### src/rtl/taillight_pkg.sv
// Shared constants for the tail-light sequencer: FSM state encoding and LAMPS limits.
// Also holds the request-priority rule used by the FSM.
package taillight_pkg;

    typedef enum logic [1:0] {
        IDLE  = 2'd0,
        LEFT  = 2'd1,
        RIGHT = 2'd2,
        HAZ   = 2'd3
    } state_e;

    localparam int LAMPS_MIN = 2;
    localparam int LAMPS_MAX = 8;

    // Left and right together are treated the same as a hazard request.
    function automatic state_e requested_mode(input logic left_req,
                                              input logic right_req,
                                              input logic hazard_req);
        if (hazard_req || (left_req && right_req)) begin
            return HAZ;
        end else if (left_req) begin
            return LEFT;
        end else if (right_req) begin
            return RIGHT;
        end
        return IDLE;
    endfunction

endpackage

### src/rtl/taillight_seq_tick_gen.sv
// Free-running step timer: counts 0..TICK_DIV-1 and pulses tick for one cycle on the
// terminal count.
module tick_gen
    import taillight_pkg::*;
#(
    parameter int TICK_DIV = 25000000
) (
    input  logic clk,
    input  logic reset,
    output logic tick
);

    localparam int CNT_W = $clog2(TICK_DIV);
    localparam logic [CNT_W-1:0] LAST = CNT_W'(TICK_DIV - 1);

    logic [CNT_W-1:0] count_q;
    logic [CNT_W-1:0] count_d;

    if (TICK_DIV < 2) begin : g_bad_div
        $error("tick_gen: TICK_DIV must be at least 2");
    end

    always_comb begin
        tick    = (count_q == LAST);
        count_d = tick ? '0 : count_q + CNT_W'(1);
    end

    always_ff @(posedge clk) begin
        if (reset) begin
            count_q <= '0;
        end else begin
            count_q <= count_d;
        end
    end

endmodule

### src/rtl/taillight_seq.sv
// Sequential turn-signal / hazard tail-light controller with registered lamp outputs.
// Optional brake overlay is compiled in only when TAILLIGHT_BRAKE_EN is defined.
module taillight_seq
    import taillight_pkg::*;
#(
    parameter int LAMPS    = 3,
    parameter int TICK_DIV = 25000000
) (
    input  logic             clk,
    input  logic             reset,
    input  logic             left,
    input  logic             right,
    input  logic             hazard,
    input  logic             brake,
    output logic [LAMPS-1:0] lamp_l,
    output logic [LAMPS-1:0] lamp_r
);

    localparam int STEP_W = $clog2(LAMPS + 1);
    localparam logic [LAMPS-1:0] ALL_ON = '1;

    if (LAMPS < LAMPS_MIN || LAMPS > LAMPS_MAX) begin : g_bad_lamps
        $error("taillight_seq: LAMPS out of range");
    end

    logic              tick;
    logic              left_q;
    logic              right_q;
    logic              hazard_q;
    state_e            state_q;
    state_e            state_d;
    state_e            req_mode;
    logic [STEP_W-1:0] step_q;
    logic [STEP_W-1:0] step_d;
    logic [LAMPS-1:0]  bar;
    logic [LAMPS-1:0]  lamp_l_q;
    logic [LAMPS-1:0]  lamp_l_d;
    logic [LAMPS-1:0]  lamp_r_q;
    logic [LAMPS-1:0]  lamp_r_d;

`ifdef TAILLIGHT_BRAKE_EN
    logic              brake_q;
`else
    logic              unused_brake;
    assign unused_brake = brake;
`endif

    tick_gen #(
        .TICK_DIV (TICK_DIV)
    ) u_tick (
        .clk   (clk),
        .reset (reset),
        .tick  (tick)
    );

    always_comb begin
        req_mode = requested_mode(left_q, right_q, hazard_q);
        state_d  = state_q;
        step_d   = step_q;
        if (tick) begin
            if (req_mode != state_q) begin
                state_d = req_mode;
                step_d  = '0;
            end else begin
                case (state_q)
                    LEFT, RIGHT: step_d = (step_q == STEP_W'(LAMPS)) ? '0 : step_q + STEP_W'(1);
                    HAZ:         step_d = (step_q == '0) ? STEP_W'(1) : '0;
                    default:     step_d = '0;
                endcase
            end
        end
    end

    // Lamp image is derived from the current state; the flop below adds one cycle.
    always_comb begin
        bar = '0;
        for (int i = 0; i < LAMPS; i++) begin
            bar[i] = (STEP_W'(i) < step_q);
        end
        lamp_l_d = '0;
        lamp_r_d = '0;
        case (state_q)
            LEFT:    lamp_l_d = bar;
            RIGHT:   lamp_r_d = bar;
            HAZ: begin
                if (step_q != '0) begin
                    lamp_l_d = ALL_ON;
                    lamp_r_d = ALL_ON;
                end
            end
            default: ;
        endcase
`ifdef TAILLIGHT_BRAKE_EN
        if (brake_q) begin
            case (state_q)
                LEFT:    lamp_r_d = ALL_ON;
                RIGHT:   lamp_l_d = ALL_ON;
                IDLE: begin
                    lamp_l_d = ALL_ON;
                    lamp_r_d = ALL_ON;
                end
                default: ;
            endcase
        end
`endif
    end

    always_ff @(posedge clk) begin
        if (reset) begin
            left_q   <= 1'b0;
            right_q  <= 1'b0;
            hazard_q <= 1'b0;
`ifdef TAILLIGHT_BRAKE_EN
            brake_q  <= 1'b0;
`endif
            state_q  <= IDLE;
            step_q   <= '0;
            lamp_l_q <= '0;
            lamp_r_q <= '0;
        end else begin
            left_q   <= left;
            right_q  <= right;
            hazard_q <= hazard;
`ifdef TAILLIGHT_BRAKE_EN
            brake_q  <= brake;
`endif
            state_q  <= state_d;
            step_q   <= step_d;
            lamp_l_q <= lamp_l_d;
            lamp_r_q <= lamp_r_d;
        end
    end

    assign lamp_l = lamp_l_q;
    assign lamp_r = lamp_r_q;

endmodule
### config.mk
export PLATFORM = sky130hd
export DESIGN_NAME = taillight_seq
export DESIGN_NICKNAME = d
export VERILOG_FILES = /design/src/rtl/taillight_pkg.sv /design/src/rtl/taillight_seq_tick_gen.sv /design/src/rtl/taillight_seq.sv
export SDC_FILE = /design/constraint.sdc
export NUM_CORES = 1
export LEC_CHECK = 0
export ABC_AREA = 1
export CAP_MARGIN = 15
export CORE_AREA = 2 2 64 66
export CTS_BUF_LIST = sky130_fd_sc_hd__clkbuf_4
export CTS_CLUSTER_DIAMETER = 60
export DETAILED_ROUTE_END_ITERATION = 12
export DIE_AREA = 0 0 66 68
export GPL_TIMING_DRIVEN = 0
export PLACE_DENSITY = 0.74
export SLEW_MARGIN = 15
export SYNTH_ARGS = -nofsm -noshare
export SYNTH_HDL_FRONTEND = slang
export SYNTH_SLANG_ARGS = --single-unit
### constraint.sdc
create_clock -name clk -period 1.36 [get_ports clk]
set_input_delay 0.272 -clock clk [delete_from_list [all_inputs] [get_ports clk]]
set_output_delay 0.272 -clock clk [all_outputs]
set_load 0.05 [all_outputs]
### Yosys cells after proc, flatten, opt, wreduce, memory -nomap -nowiden

Cells that the tools add are included.

* add/sub/neg operators: 2
* magnitude comparators: 3
* reductions and logical operators: 7
* equal/unequal tests: 6
* mux-type cells: 14

Operators with widths (number)
* adder 25 x 1 -> 25 bit, second input constant: 1
* == test 25 bit, second input constant: 1
* two-way mux 2 bit: 6
* one-hot mux 3 bit (2 select lines): 2
* == test 2 bit, second input constant: 3
* less-than comparator 1 x 2 -> 1 bit, first input constant: 2
* two-way mux 1 bit: 4
* one-hot mux 2 bit (2 select lines): 1
* OR reduction 2 bit: 2
* two-way mux 3 bit: 1
* adder 2 x 1 -> 2 bit, second input constant: 1
* == test 2 x 1 -> 1 bit, second input constant: 1
* zero test 2 bit: 1
* less-than comparator 2 bit, first input constant: 1
* inequality test 2 bit: 1
* AND reduction 2 bit: 1
* nonzero test 2 bit: 1
* logical AND 1 bit: 1
* logical OR 1 bit: 1

* bits in registers: 38
* word-level logic and storage cells: 40
* output and inout bits: 6

### Logic depth before layout (Yosys ltp)

* depth after elaboration: 6
* mapped depth: 10

### Hierarchy

Synthesis repeated with hierarchy kept, for this count alone.

* cell total of the unflattened synthesis: 281
* area total of the unflattened synthesis: 1953.1 µm²

By module, submodules not included
* tick_gen: sequential area each 500.5 µm², cells each 207, area an instance 1378.8 µm², instances 1
* taillight_seq: sequential area each 260.2 µm², cells each 74, area an instance 574.3 µm², instances 1

### Least setup slack after synthesis

No wires, ideal clock.

* kind: reg2reg
* start point: register u_tick.count_q[0]
* end point: register u_tick.count_q[14]
* clock period less this slack: 1485 ps
* stages on the path, launching flop included: 11
* data required time: 1247 ps
* setup slack: -125 ps
* arrival: 1372 ps
* path through: dfxtp_1 -> ha_1 -> nand2_1 -> nor2_2 -> nand2_1 -> inv_2 -> nand2_1 -> nor2_1 -> nand2_1 -> nand3_1 -> nor2_1

* cells in the longest elaborated chain, start to end: 2
* elaborated cells between the ends (all ways): 3

Ends and longest elaborated chain
* start: declaration: line taillight_seq_tick_gen.sv:16 `logic [CNT_W-1:0] count_q;`
* start signal: assignment: line taillight_seq_tick_gen.sv:32 `count_q <= count_d;`
* branches (longest 2 deep; another with adder 25 x 1 -> 25 bit)

Several ways; the timed one is not identified.
A chain may end at the register's enable or synchronous reset.

### Final worst setup path

* start point: register u_tick.count_q[15]
* end point: register u_tick.count_q[11]

* cells in the longest elaborated chain, start to end: 2

Ends and longest elaborated chain
* == test 25 bit: line taillight_seq_tick_gen.sv:24 `tick = (count_q == LAST);`
* OR reduction 2 bit (no source line)

Every way passes these cells.

==> reports/results.md <==
• true — RSZ-0062 raised after global routing
• 0 — Post-CTS Hold Fix Bufs
• 4490 um^2 — area of the die
• register to register — classification of the worst setup path
• 34.1% — fraction of final layout cells sized beyond drive strength 1
• 5 — total clock buffers created by CTS
• 23 — total number of placement rows
• -0.07 ns — R2R setup slack
• input port to register — Hold WC Path Type
• 4.91 — vias per cell
• 38 — total of flip-flops plus latches after synthesis
• 0 — post-detailed-route DRC marker count
• 2 — worst path buffer plus inverter count
• 2170 um^2 — Post-Place Cell Area
• 70.9% — Max-Slew Margin vs Limit
• 0 — number of warnings printed during yosys synthesis
• 4.29 mm — detailed-route wire length
• 488 uV — worst supply voltage drop on vdd
• 0 — initial antenna violation count
• 66 um — Horiz. Die Dim
• 28 — Setup-failing EPs final
• 7.08 um^2 — Mapped Avg Cell Area
• 1210 um^2 — multi-input combinational cell area
• 295 — Net Count, Synth
• 9 — path depth of the worst reg2reg path
• 1491 — number of global-route vias before repair
• 3860 um^2 — core outline area
• negative setup slack — violations in the final reports
• 68 um — Die Span Y
• 715 nW/um^2 — Power per Cell Area
• inv_1, nand2_1, nor2_1, nand2_1, nor2_4, nand2_4, nand2_8, buf_12, nor2_2 — Critical Path, Cell by Cell
• register — kind of capture point of the worst setup path
• 2 — H-tree Lvls
• done — CTS tree
• 28.4% — relative area change from synthesis to final layout
• 698 MHz — fmax
• 11.6 um — Wirelength per Cell
• 0.436 ns — transition time of the tightest slew-check pin
• 1.68 ns — arrival time reported for the critical path endpoint
• 10 — Max FO, Critical Path
• 105% — final cycle utilization of the critical path
• u_tick.count_q[11] — reg-to-reg endpoint
• 339 — Filler cells
• 0.35 ns — Skew-Pair Late Insertion Delay
• 12 — number of I/O pins
• 0.298 ns — final hold slack
• 0.954 nW — leakage power total
• 12 — maximum number of pins on one net before global-route repair
• register — nature of the critical path startpoint
• reset — Min-Delay Startpoint
• sky130_fd_sc_hd__nand2_1 — most numerous cell on the critical path
• 4 — DRT Pass-1 Iters
• 0.36 ns — biggest cell delay along the critical path
• 2 — maximum root-to-sink buffer count
• 0.00424 ns — Post-Route Skew
• 23 — count of distinct cell types in the synthesized netlist
• met2 — layer with the highest usage after global routing
• 1817 — Vias
• 26.4% — met1 Track Usage GR
• 0 — antenna viol nets, final
• -0.163 ns — pre-CTS worst setup slack
• 0 — overflow left after global routing
• 0 — number of pins with negative max-slew slack in the final report
• sky130_fd_sc_hd__nand2_1 — most common library cell in the layout ignoring fill and taps
• 51.8% — Initial Util
• 332 — Post-layout nets
• 124 — DR iter-0 viols
• 6.62 mm — first-pass GRT wire length
• 1.60 ns — worst endpoint required time
• 30.4% — met2 usage
• u_tick.count_q[15] — worst reg2reg startpoint
• hazard_q — Hold Path End
• sky130_fd_sc_hd__nand2_1 (78), sky130_fd_sc_hd__nor2_1 (34), sky130_fd_sc_hd__inv_1 (29) — most frequent cells in the layout
• sky130_fd_sc_hd__clkbuf_4 — root buf cell
• 2000 um^2 — post-synthesis cell area
• 4.93% — met3 Resource Use GR
• 38.1% — sequential cell area fraction in the yosys report
• 795 um^2 — register area
• 1.43 ns — post-layout minimum cycle time
• 2.85 mm — HPWL after detailed placement
• simple AND/OR/NAND/NOR gates — kind of cell adding the most delay to the critical path
• 9 — # port buffers
• 282 — Post-Syn Instances
• 0 — number of max-cap violations
• 19.7% — GRT Overall Usage
• -0.0722 ns — worst-case setup margin in the final layout
• 0.11 ns — Worst-path clk slew
• 2560 um^2 — Layout Cell Area excl Fill
• 66.5% — Util after Layout
• 0 — Inserted Diodes
• sky130_fd_sc_hd__dfxtp_1 — cell with the largest stage delay on the worst path
• -1.22 ns — final setup TNS
• complete, but fails checks — status
• 38 — clock sink count
• 0 — final count of hold timing violations
• 2 — number of stages on the worst hold path
• 0.977 — routability congestion estimate
## flip-flops by register name (all words and copies together), names as in the netlist
register and cells:
u_tick.count_q 25, lamp_l 3, lamp_r 3, state_q 2, step_q 2, hazard_q 1, left_q 1, right_q 1
## per-layer routing
layer	share of wire, %	wire, um
met1	47	2020
met2	46	1970
met5	0	0
met3	5.2	223
met4	1.7	71
## cells by family after synthesis
kind of cell,after synthesis,synth area share [%]
simple gates,175,39.0
fa+ha+maj,7,4.39
xor+xnor,10,4.39
compound gates,17,5.89
buf+inv,35,8.21
flops,38,38.1
## where the power goes
| part | internal, mW | switching (mW) |
|---|---|---|
| registers | 1.12 | 0.0123 |
| clock network | 0.214 | 0.375 |
| logic | 0.0530 | 0.0565 |
## worst max-delay path by stage
stage / from / end / slack [ns] / cells past startpoint
6_report: u_tick.count_q[15] / u_tick.count_q[11] / -0.07 / 9
5_1_grt: u_tick.count_q[15] / u_tick.count_q[11] / -0.11 / 9
4_1_cts: u_tick.count_q[0] / u_tick.count_q[15] / -0.03 / 6
3_5_place_dp: u_tick.count_q[0] / u_tick.count_q[14] / -0.16 / 10
3_3_place_gp: u_tick.count_q[11] / u_tick.count_q[16] / -0.15 / 8
2_1_floorplan: u_tick.count_q[0] / u_tick.count_q[14] / 0.005 / 10
## Yosys cell counts
cell | number | area share, %
sky130_fd_sc_hd__nand2_1 | 86 | 16
sky130_fd_sc_hd__nor2_1 | 43 | 8.1
sky130_fd_sc_hd__dfxtp_1 | 38 | 38
sky130_fd_sc_hd__inv_1 | 31 | 5.8
sky130_fd_sc_hd__nand3_1 | 16 | 4.0
sky130_fd_sc_hd__nor2_2 | 16 | 5.0
sky130_fd_sc_hd__a21oi_2 | 8 | 3.5
sky130_fd_sc_hd__a21oi_1 | 7 | 1.8
sky130_fd_sc_hd__ha_1 | 7 | 4.4
sky130_fd_sc_hd__xor2_1 | 7 | 3.1
sky130_fd_sc_hd__nor3_1 | 6 | 1.5
sky130_fd_sc_hd__xnor2_1 | 3 | 1.3
sky130_fd_sc_hd__buf_12 | 2 | 2.0
sky130_fd_sc_hd__nand3b_1 | 2 | 0.75
sky130_fd_sc_hd__nor2_4 | 2 | 1.1
sky130_fd_sc_hd__a22oi_1 | 1 | 0.38
sky130_fd_sc_hd__clkbuf_1 | 1 | 0.19
sky130_fd_sc_hd__inv_2 | 1 | 0.19
sky130_fd_sc_hd__nand2_4 | 1 | 0.56
sky130_fd_sc_hd__nand2_8 | 1 | 1.0
sky130_fd_sc_hd__nand4_1 | 1 | 0.31
sky130_fd_sc_hd__nor3_2 | 1 | 0.50
sky130_fd_sc_hd__o21ai_0 | 1 | 0.25
## timing repair
action,4_1_cts,5_1_grt
pin swaps,8,9
setup endpoints to repair,34,28
cloned,1,0
resized for setup,54,19
setup buffers,15,5
## layout make-up
class	instances	share of cell area [%]
Multi-Input combinational cell	209	47.1
Sequential cell	38	31.0
Timing Repair Buffer	30	10.9
Inverter	32	4.78
Tap cell	50	2.44
Clock buffer	6	1.76
Buffer	3	1.71
Clock inverter	2	0.342
## per-stage QoR
stage | power, mW | std cells
4_1_cts | 1.85 | 365
5_1_grt | 1.91 | 370
2_1_floorplan | 1.23 | 282
3_3_place_gp | 1.25 | 341
6_report | 1.83 | 370
3_5_place_dp | 1.25 | 341
## worst reg2reg max path: cells and delay by family, from the launching register on
family | cells | cell delay [ns]
buffers and inverters | 2 | 0.25
DFF | 1 | 0.36
and+or+nand+nor | 7 | 0.71
Note: power is estimated with default switching activity, not from simulation.
